[src/rtl/dl11_pkg.sv]
// Shared definitions for the DL11-style serial line unit: register word
// offsets, CSR/RBUF bit positions and the transmit FSM state encoding.
package dl11_pkg;

    localparam logic [1:0] ADDR_RCSR = 2'd0;
    localparam logic [1:0] ADDR_RBUF = 2'd1;
    localparam logic [1:0] ADDR_XCSR = 2'd2;
    localparam logic [1:0] ADDR_XBUF = 2'd3;

    localparam int CSR_DONE  = 7;
    localparam int CSR_READY = 7;
    localparam int CSR_IE    = 6;
    localparam int CSR_MAINT = 2;
    localparam int RBUF_OVR  = 14;
    localparam int RBUF_ERR  = 15;

    typedef enum logic [1:0] {
        TX_IDLE      = 2'd0,
        TX_SEND      = 2'd1,
        TX_WAIT_BUSY = 2'd2,
        TX_WAIT_DONE = 2'd3
    } tx_state_e;

endpackage

[src/rtl/dl11_tx_ctl.sv]
// Transmit sequencer: takes a byte in IDLE, pulses tx_send, then tracks the
// transmitter's busy flag with a timeout on the busy rise.
module dl11_tx_ctl
    import dl11_pkg::*;
#(
    parameter int BUSY_WAIT = 16
) (
    input  logic       clk,
    input  logic       reset,
    input  logic       start,
    input  logic [7:0] din,
    input  logic       tx_busy,
    output logic [7:0] tx_byte,
    output logic       tx_send,
    output tx_state_e  state
);

    localparam int CW = $clog2(BUSY_WAIT + 1);

    tx_state_e       state_q, state_d;
    logic [CW-1:0]   cnt_q, cnt_d;
    logic [7:0]      byte_q, byte_d;

    always_comb begin
        state_d = state_q;
        cnt_d   = cnt_q;
        byte_d  = byte_q;
        case (state_q)
            TX_IDLE: begin
                if (start) begin
                    byte_d  = din;
                    state_d = TX_SEND;
                end
            end
            TX_SEND: begin
                cnt_d   = '0;
                state_d = TX_WAIT_BUSY;
            end
            TX_WAIT_BUSY: begin
                // Each cycle without busy counts toward the abort limit.
                if (tx_busy) begin
                    state_d = TX_WAIT_DONE;
                end else begin
                    cnt_d = cnt_q + 1'b1;
                    if (cnt_d == CW'(BUSY_WAIT)) begin
                        state_d = TX_IDLE;
                    end
                end
            end
            TX_WAIT_DONE: begin
                if (!tx_busy) begin
                    state_d = TX_IDLE;
                end
            end
            default: state_d = TX_IDLE;
        endcase
    end

    always_ff @(posedge clk or negedge reset) begin
        if (!reset) begin
            state_q <= TX_IDLE;
            cnt_q   <= '0;
            byte_q  <= '0;
        end else begin
            state_q <= state_d;
            cnt_q   <= cnt_d;
            byte_q  <= byte_d;
        end
    end

    assign tx_byte = byte_q;
    assign tx_send = (state_q == TX_SEND);
    assign state   = state_q;

endmodule

[src/rtl/serial_dl11.sv]
// DL11-style serial line register window: receive buffer, CSRs, interrupts.
// Define SERIAL_DL11_MAINT_EN to enable the XCSR.MAINT loopback feature.
module serial_dl11
    import dl11_pkg::*;
#(
    parameter int BUSY_WAIT = 16
) (
    input  logic        clk,
    input  logic        reset,
    input  logic        sel,
    input  logic [1:0]  addr,
    input  logic        wr,
    input  logic        rd,
    input  logic [15:0] din,
    output logic [15:0] dout,
    input  logic [7:0]  rx_byte,
    input  logic        rx_ready,
    output logic        rx_read,
    output logic [7:0]  tx_byte,
    output logic        tx_send,
    input  logic        tx_busy,
    output logic        irq_rx,
    output logic        irq_tx
);

    logic       rx_read_q, rx_read_d;
    logic [7:0] data_q, data_d;
    logic       done_q, done_d;
    logic       ovr_q, ovr_d;
    logic       rie_q, rie_d;
    logic       xie_q, xie_d;
    logic       wr_rcsr, wr_xcsr, wr_xbuf, rd_rbuf;
    logic       rx_take, lb_take, tx_start, tx_ready, maint;
    tx_state_e  tx_state;
    logic       unused_din_hi;

    assign wr_rcsr  = sel & wr & (addr == ADDR_RCSR);
    assign wr_xcsr  = sel & wr & (addr == ADDR_XCSR);
    assign wr_xbuf  = sel & wr & (addr == ADDR_XBUF);
    assign rd_rbuf  = sel & rd & (addr == ADDR_RBUF);
    assign tx_ready = (tx_state == TX_IDLE);

    // A held rx_ready is acknowledged once; the cycle after an ack is skipped.
    assign rx_take = rx_ready & ~rx_read_q;
    assign rx_read = rx_take;

`ifdef SERIAL_DL11_MAINT_EN
    logic maint_q, maint_d;

    always_comb begin
        maint_d = maint_q;
        if (wr_xcsr) maint_d = din[CSR_MAINT];
    end

    always_ff @(posedge clk or negedge reset) begin
        if (!reset) maint_q <= 1'b0;
        else        maint_q <= maint_d;
    end

    assign maint   = maint_q;
    assign lb_take = wr_xbuf & tx_ready & maint_q;
`else
    assign maint   = 1'b0;
    assign lb_take = 1'b0;
`endif

    assign tx_start = wr_xbuf & ~maint;

    always_comb begin
        rx_read_d = rx_take;
        data_d    = data_q;
        done_d    = done_q;
        ovr_d     = ovr_q;
        rie_d     = rie_q;
        xie_d     = xie_q;
        if (wr_rcsr) rie_d = din[CSR_IE];
        if (wr_xcsr) xie_d = din[CSR_IE];
        if (rd_rbuf) begin
            done_d = 1'b0;
            ovr_d  = 1'b0;
        end
        // An arrival in the same cycle as an RBUF read starts a fresh byte.
        if (rx_take) begin
            data_d = rx_byte;
            ovr_d  = done_q & ~rd_rbuf;
            done_d = 1'b1;
        end
        if (lb_take) begin
            data_d = din[7:0];
            ovr_d  = (done_q & ~rd_rbuf) | rx_take;
            done_d = 1'b1;
        end
    end

    always_ff @(posedge clk or negedge reset) begin
        if (!reset) begin
            rx_read_q <= 1'b0;
            data_q    <= '0;
            done_q    <= 1'b0;
            ovr_q     <= 1'b0;
            rie_q     <= 1'b0;
            xie_q     <= 1'b0;
        end else begin
            rx_read_q <= rx_read_d;
            data_q    <= data_d;
            done_q    <= done_d;
            ovr_q     <= ovr_d;
            rie_q     <= rie_d;
            xie_q     <= xie_d;
        end
    end

    dl11_tx_ctl #(.BUSY_WAIT(BUSY_WAIT)) u_tx_ctl (
        .clk     (clk),
        .reset   (reset),
        .start   (tx_start),
        .din     (din[7:0]),
        .tx_busy (tx_busy),
        .tx_byte (tx_byte),
        .tx_send (tx_send),
        .state   (tx_state)
    );

    always_comb begin
        dout = '0;
        case (addr)
            ADDR_RCSR: begin
                dout[CSR_DONE] = done_q;
                dout[CSR_IE]   = rie_q;
            end
            ADDR_RBUF: begin
                dout[7:0]      = data_q;
                dout[RBUF_OVR] = ovr_q;
                dout[RBUF_ERR] = ovr_q;
            end
            ADDR_XCSR: begin
                dout[CSR_READY] = tx_ready;
                dout[CSR_IE]    = xie_q;
                dout[CSR_MAINT] = maint;
            end
            default: dout = '0;
        endcase
    end

    assign irq_rx = rie_q & done_q;
    assign irq_tx = xie_q & tx_ready;

    assign unused_din_hi = ^din[15:8];

endmodule
[config.mk]
export PLATFORM = sky130hd
export DESIGN_NAME = serial_dl11
export DESIGN_NICKNAME = d
export VERILOG_FILES = /design/src/rtl/dl11_pkg.sv /design/src/rtl/dl11_tx_ctl.sv /design/src/rtl/serial_dl11.sv
export SDC_FILE = /design/constraint.sdc
export NUM_CORES = 1
export LEC_CHECK = 0
export CORE_MARGIN = 5
export CORE_UTILIZATION = 36
export CTS_CLUSTER_DIAMETER = 40
export DETAILED_ROUTE_END_ITERATION = 8
export PLACE_DENSITY = 0.71
export SETUP_SLACK_MARGIN = 0.3
export SLEW_MARGIN = 20
export SYNTH_ARGS = -nofsm -noshare
export SYNTH_HDL_FRONTEND = slang
export SYNTH_SLANG_ARGS = --single-unit
[constraint.sdc]
create_clock -name clk -period 4.3 [get_ports clk]
set_input_delay 0.86 -clock clk [delete_from_list [all_inputs] [get_ports clk]]
set_output_delay 0.86 -clock clk [all_outputs]
set_load 0.02 [all_outputs]
# Word level (Yosys, flattened, before mapping)
# Cells that the tools add are included.
# totals
in_bits	33
output_inout_bits	28
wordCells	55
reg_bits	28
# op_classes
n_reduce_logical	7
addsub	1
eq_ne	11
bitwise_logic	12
mux	15
# ops
operator	count
2-bit two-way mux	6
1-bit AND	10
5-bit case mux with 2 select lines	1
2-bit == test, second input constant	4
2-bit case mux with 4 select lines	1
2-bit inequality test, second input constant	3
2-bit case mux with 3 select lines	1
5-bit by 1-bit adder with 5-bit output, second input constant	1
5-bit == test, second input constant	1
5-bit two-way mux	1
2-bit by 1-bit == test with 1-bit output, second input constant	2
2-bit logical NOT	2
1-bit two-way mux	4
2-bit AND reduction	2
2-bit nonzero test	2
3-bit two-way mux	1
3-bit by 2-bit inequality test with 1-bit output, second input constant	1
3-bit AND reduction	1
1-bit NOT	2

# Longest topological paths before layout
# depth
depth_word	5
ltp_mapped	5
mapped_depth_nobuf	4

# Hierarchy
# A second synthesis with hierarchy kept.
# unflattened
cells_unflattened	122
area_unflattened_um2	1402.6
# modules_own_cells
module	cells_each	seq_area_each_um2	area_each_um2	n_inst
dl11_tx_ctl	63	375.4	716.9	1
serial_dl11	59	325.3	685.7	1

# Worst setup path before layout
# OpenSTA, ideal clock, no wires.
# synth_path
kind	input to output
from	input addr[1]
to	output dout[15]
slack_ns	1.550
path_stages	5
t_arrival_ns	1.890
path_buffers	3
required_ns	3.440
cell_sequence	clkbuf_2 > and2b_2 > clkbuf_1 > and2_1 > buf_4
# synth_between
elab_chain_cells	2
# synth_rtl
item	line_no	source
start, declared	serial_dl11.sv:11	input logic [1:0] addr,
2-bit by 1-bit == test with 1-bit output	serial_dl11.sv:126	case (addr)
2-bit two-way mux	serial_dl11.sv:126	
end, declared	serial_dl11.sv:15	output logic [15:0] dout,
# No other way between the ends.

# Worst setup path in the final report
# Ends and elaborated chain as after synthesis.

==> flow_summary.json <==
{
  "clock_sinks": 28,
  "crit_end": "dout[15]",
  "cp-start-kind": "input pin",
  "relSlewSlack": 0.603,
  "cts.clk_slew.worst_paths_ns": 0.09,
  "outcome": "finished clean",
  "gp_congestion": 0.712,
  "top_usage_layer": "met2",
  "cts_setup_buffers": 0,
  "ys_seq_area_frac": 0.524,
  "reg2reg_slack_ns": 2.71,
  "crit_buf_inv": 2,
  "ctsResizeCount": 0,
  "peakVddDrop_uv": 218,
  "synth-seq-cells": 28,
  "crit_path_end_kind": "primary output",
  "setup_viol": 0,
  "io_buffers": 46,
  "max_freq_ghz": 0.293,
  "cpMostUsedCell": "clkdlybuf4s50_1",
  "initial_core_util": 0.368,
  "root_buffer": "clkbuf_8",
  "syn_avg_cell_area_um2": 11.5,
  "p_leak_nw": 0.780,
  "report.power.total_mw": 0.867,
  "fin_util": 0.518,
  "cp_slowest_cell": "clkdlybuf4s50_1",
  "place_ws_ns": 0.873,
  "vias": 969,
  "wl_um": 2900,
  "synthTopCellsByArea": "dfrtp_1 52%, mux2_2 15%, and2_1 4.2%, buf_4 3.9%, nand2_1 3.1%",
  "synth-main-ff-cell": "dfrtp_1",
  "netlist.area_leader.share": 0.524,
  "max_cap_violations": 0,
  "grt_use_total": 0.120,
  "die_area_um2": 5030,
  "worst_pin_slew_ns": 0.590,
  "slowest_delay_ns": 0.61,
  "cts_tree": "done",
  "drc": 0,
  "rr_worst_depth": 2,
  "async_flop_share": 1.00,
  "drtPass1Iterations": 2,
  "wl_per_cell_um": 13.8,
  "cp_max_fo": 11,
  "netlist_area_um2": 1340,
  "hold_ws_ns": 0.506,
  "grt_pass1_wl_um": 4840,
  "hold_buffers": 0,
  "synthCells": 116,
  "yosys_warnings": 0,
  "worstPathCellList": "clkdlybuf4s50_1 -> and2b_2 -> and2_1 -> clkdlybuf4s50_1",
  "dieWidth_um": 71.0,
  "setup_slack_ns": 0.884,
  "drtIter0Drc": 42,
  "cp.required_ns": 3.44,
  "num_rows": 22,
  "core_um2": 3630,
  "grt_max_degree": 29,
  "rsz0062_at_grt": "false",
  "yosysTopAreaCell": "dfrtp_1",
  "final_nets": 198,
  "yosysUniqueCellTypes": 31,
  "min_period_ns": 3.42,
  "ant_nets": 0,
  "report.final.hold_viol_count": 0,
  "arrival_ns": 2.56,
  "final.setup.tns_ns": 0,
  "synth_commonest_cells": "28 x dfrtp_1, 18 x mux2_2, 11 x nand2_1",
  "via_per_inst": 4.59,
  "finalMaxSlewViolations": 0,
  "synth_most_common_cell": "dfrtp_1",
  "cts_buffer_depth": 2,
  "gr-usage-met1": 0.138,
  "antenna_found_initial": 0,
  "rr_endpoint": "u_tx_ctl.tx_byte[1]",
  "grt.overflow.total": 0,
  "io_pins": 61,
  "path_depth": 4,
  "hpwl_um": 2310,
  "crit_type": "in2out",
  "final.setup_skew_ns": 0.00146,
  "layout-drive-gt1-share": 0.178,
  "fillers": 327,
  "grt_pass1_vias": 1045,
  "use_met2": 0.207,
  "area.growth.synth_to_final_pct": 40.6,
  "min_path_type": "reg2reg",
  "n_antenna_cell": 0,
  "grtUsageMet3": 0.0384,
  "synth_edf_count": 0,
  "cp_top_family": "buffers and inverters",
  "p_per_area_nw_per_um2": 461,
  "clock_latency_ns": 0.27,
  "htree_levels": 1,
  "post-route-period-util": 0.794,
  "startpoint": "addr[1]",
  "die_h_um": 71.0,
  "numCtsBuffers": 3,
  "worst_r2r_startpoint": "u_tx_ctl.state[1]"
}
## state kept, by name, indices dropped and copies added (netlist names)
name,flops
rie_q,1
data_q,8
u_tx_ctl.state,2
u_tx_ctl.cnt_q,5
rx_read_q,1
ovr_q,1
u_tx_ctl.tx_byte,8
xie_q,1
done_q,1
## worst min path at each step
stage	start	to	slack, ns	depth (start not counted)
2_1_floorplan	data_q[0]	data_q[0]	0.47	1
3_3_place_gp	data_q[0]	data_q[0]	0.48	1
3_5_place_dp	data_q[5]	data_q[5]	0.49	1
4_1_cts	data_q[5]	data_q[5]	0.51	1
5_1_grt	data_q[5]	data_q[5]	0.52	1
6_report	data_q[5]	data_q[5]	0.51	1
## cell families (layout without fill, tap and decap cells)
| family | Yosys count | in the layout | synth area share |
|---|---|---|---|
| simple gates | 38 | 38 | 0.165 |
| xor+xnor | 2 | 2 | 0.0131 |
| other cells | 1 | 6 | 0.00280 |
| buf+inv | 11 | 53 | 0.0524 |
| flops | 28 | 28 | 0.524 |
| compound gates | 14 | 14 | 0.0599 |
| fa+ha+maj | 1 | 1 | 0.00935 |
| mux | 21 | 21 | 0.174 |
## report_power, final
part / internal, mW / leakage (nW) / switching [mW]
clock network: 0.0818 / 0.0288 / 0.0753
registers: 0.333 / 0.343 / 0.0590
logic: 0.169 / 0.408 / 0.149
total: 0.584 / 0.780 / 0.283
## per-stage QoR
step | cell area, µm² | std cells
after floorplan | 1360 | 121
after global placement | 1830 | 207
after detailed placement | 1830 | 207
after CTS | 1880 | 211
after global routing | 1880 | 211
final | 1880 | 211
## metal layers
metal | wire, µm | up-vias
li1 | - | 479
met1 | 1250 | 455
met2 | 1440 | 33
met3 | 177 | 2
met4 | 30 | 0
met5 | 0 | -
## area by class of cell
cell class | instances | area, µm² | area share
Clock buffer | 4 | 55.1 | 0.0293
Multi-Input combinational cell | 82 | 586 | 0.311
Sequential cell | 28 | 701 | 0.373
Timing Repair Buffer | 48 | 475 | 0.253
Tap cell | 48 | 60.1 | 0.0319
Inverter | 1 | 3.75 | 0.00200
## cells in the final DEF, fill, tap and decap left out, types with 2 or more instances in the layout
cell / count
a21oi_1: 2
and2_1: 9
buf_4: 2
clkbuf_8: 4
clkdlybuf4s50_1: 46
conb_1: 6
dfrtp_1: 28
mux2_2: 18
mux2i_1: 3
nand2_1: 11
nand3_1: 3
nor2_1: 4
nor2b_1: 2
o21ai_0: 8
xor2_1: 2
Note: power is estimated with default switching activity, not from simulation.
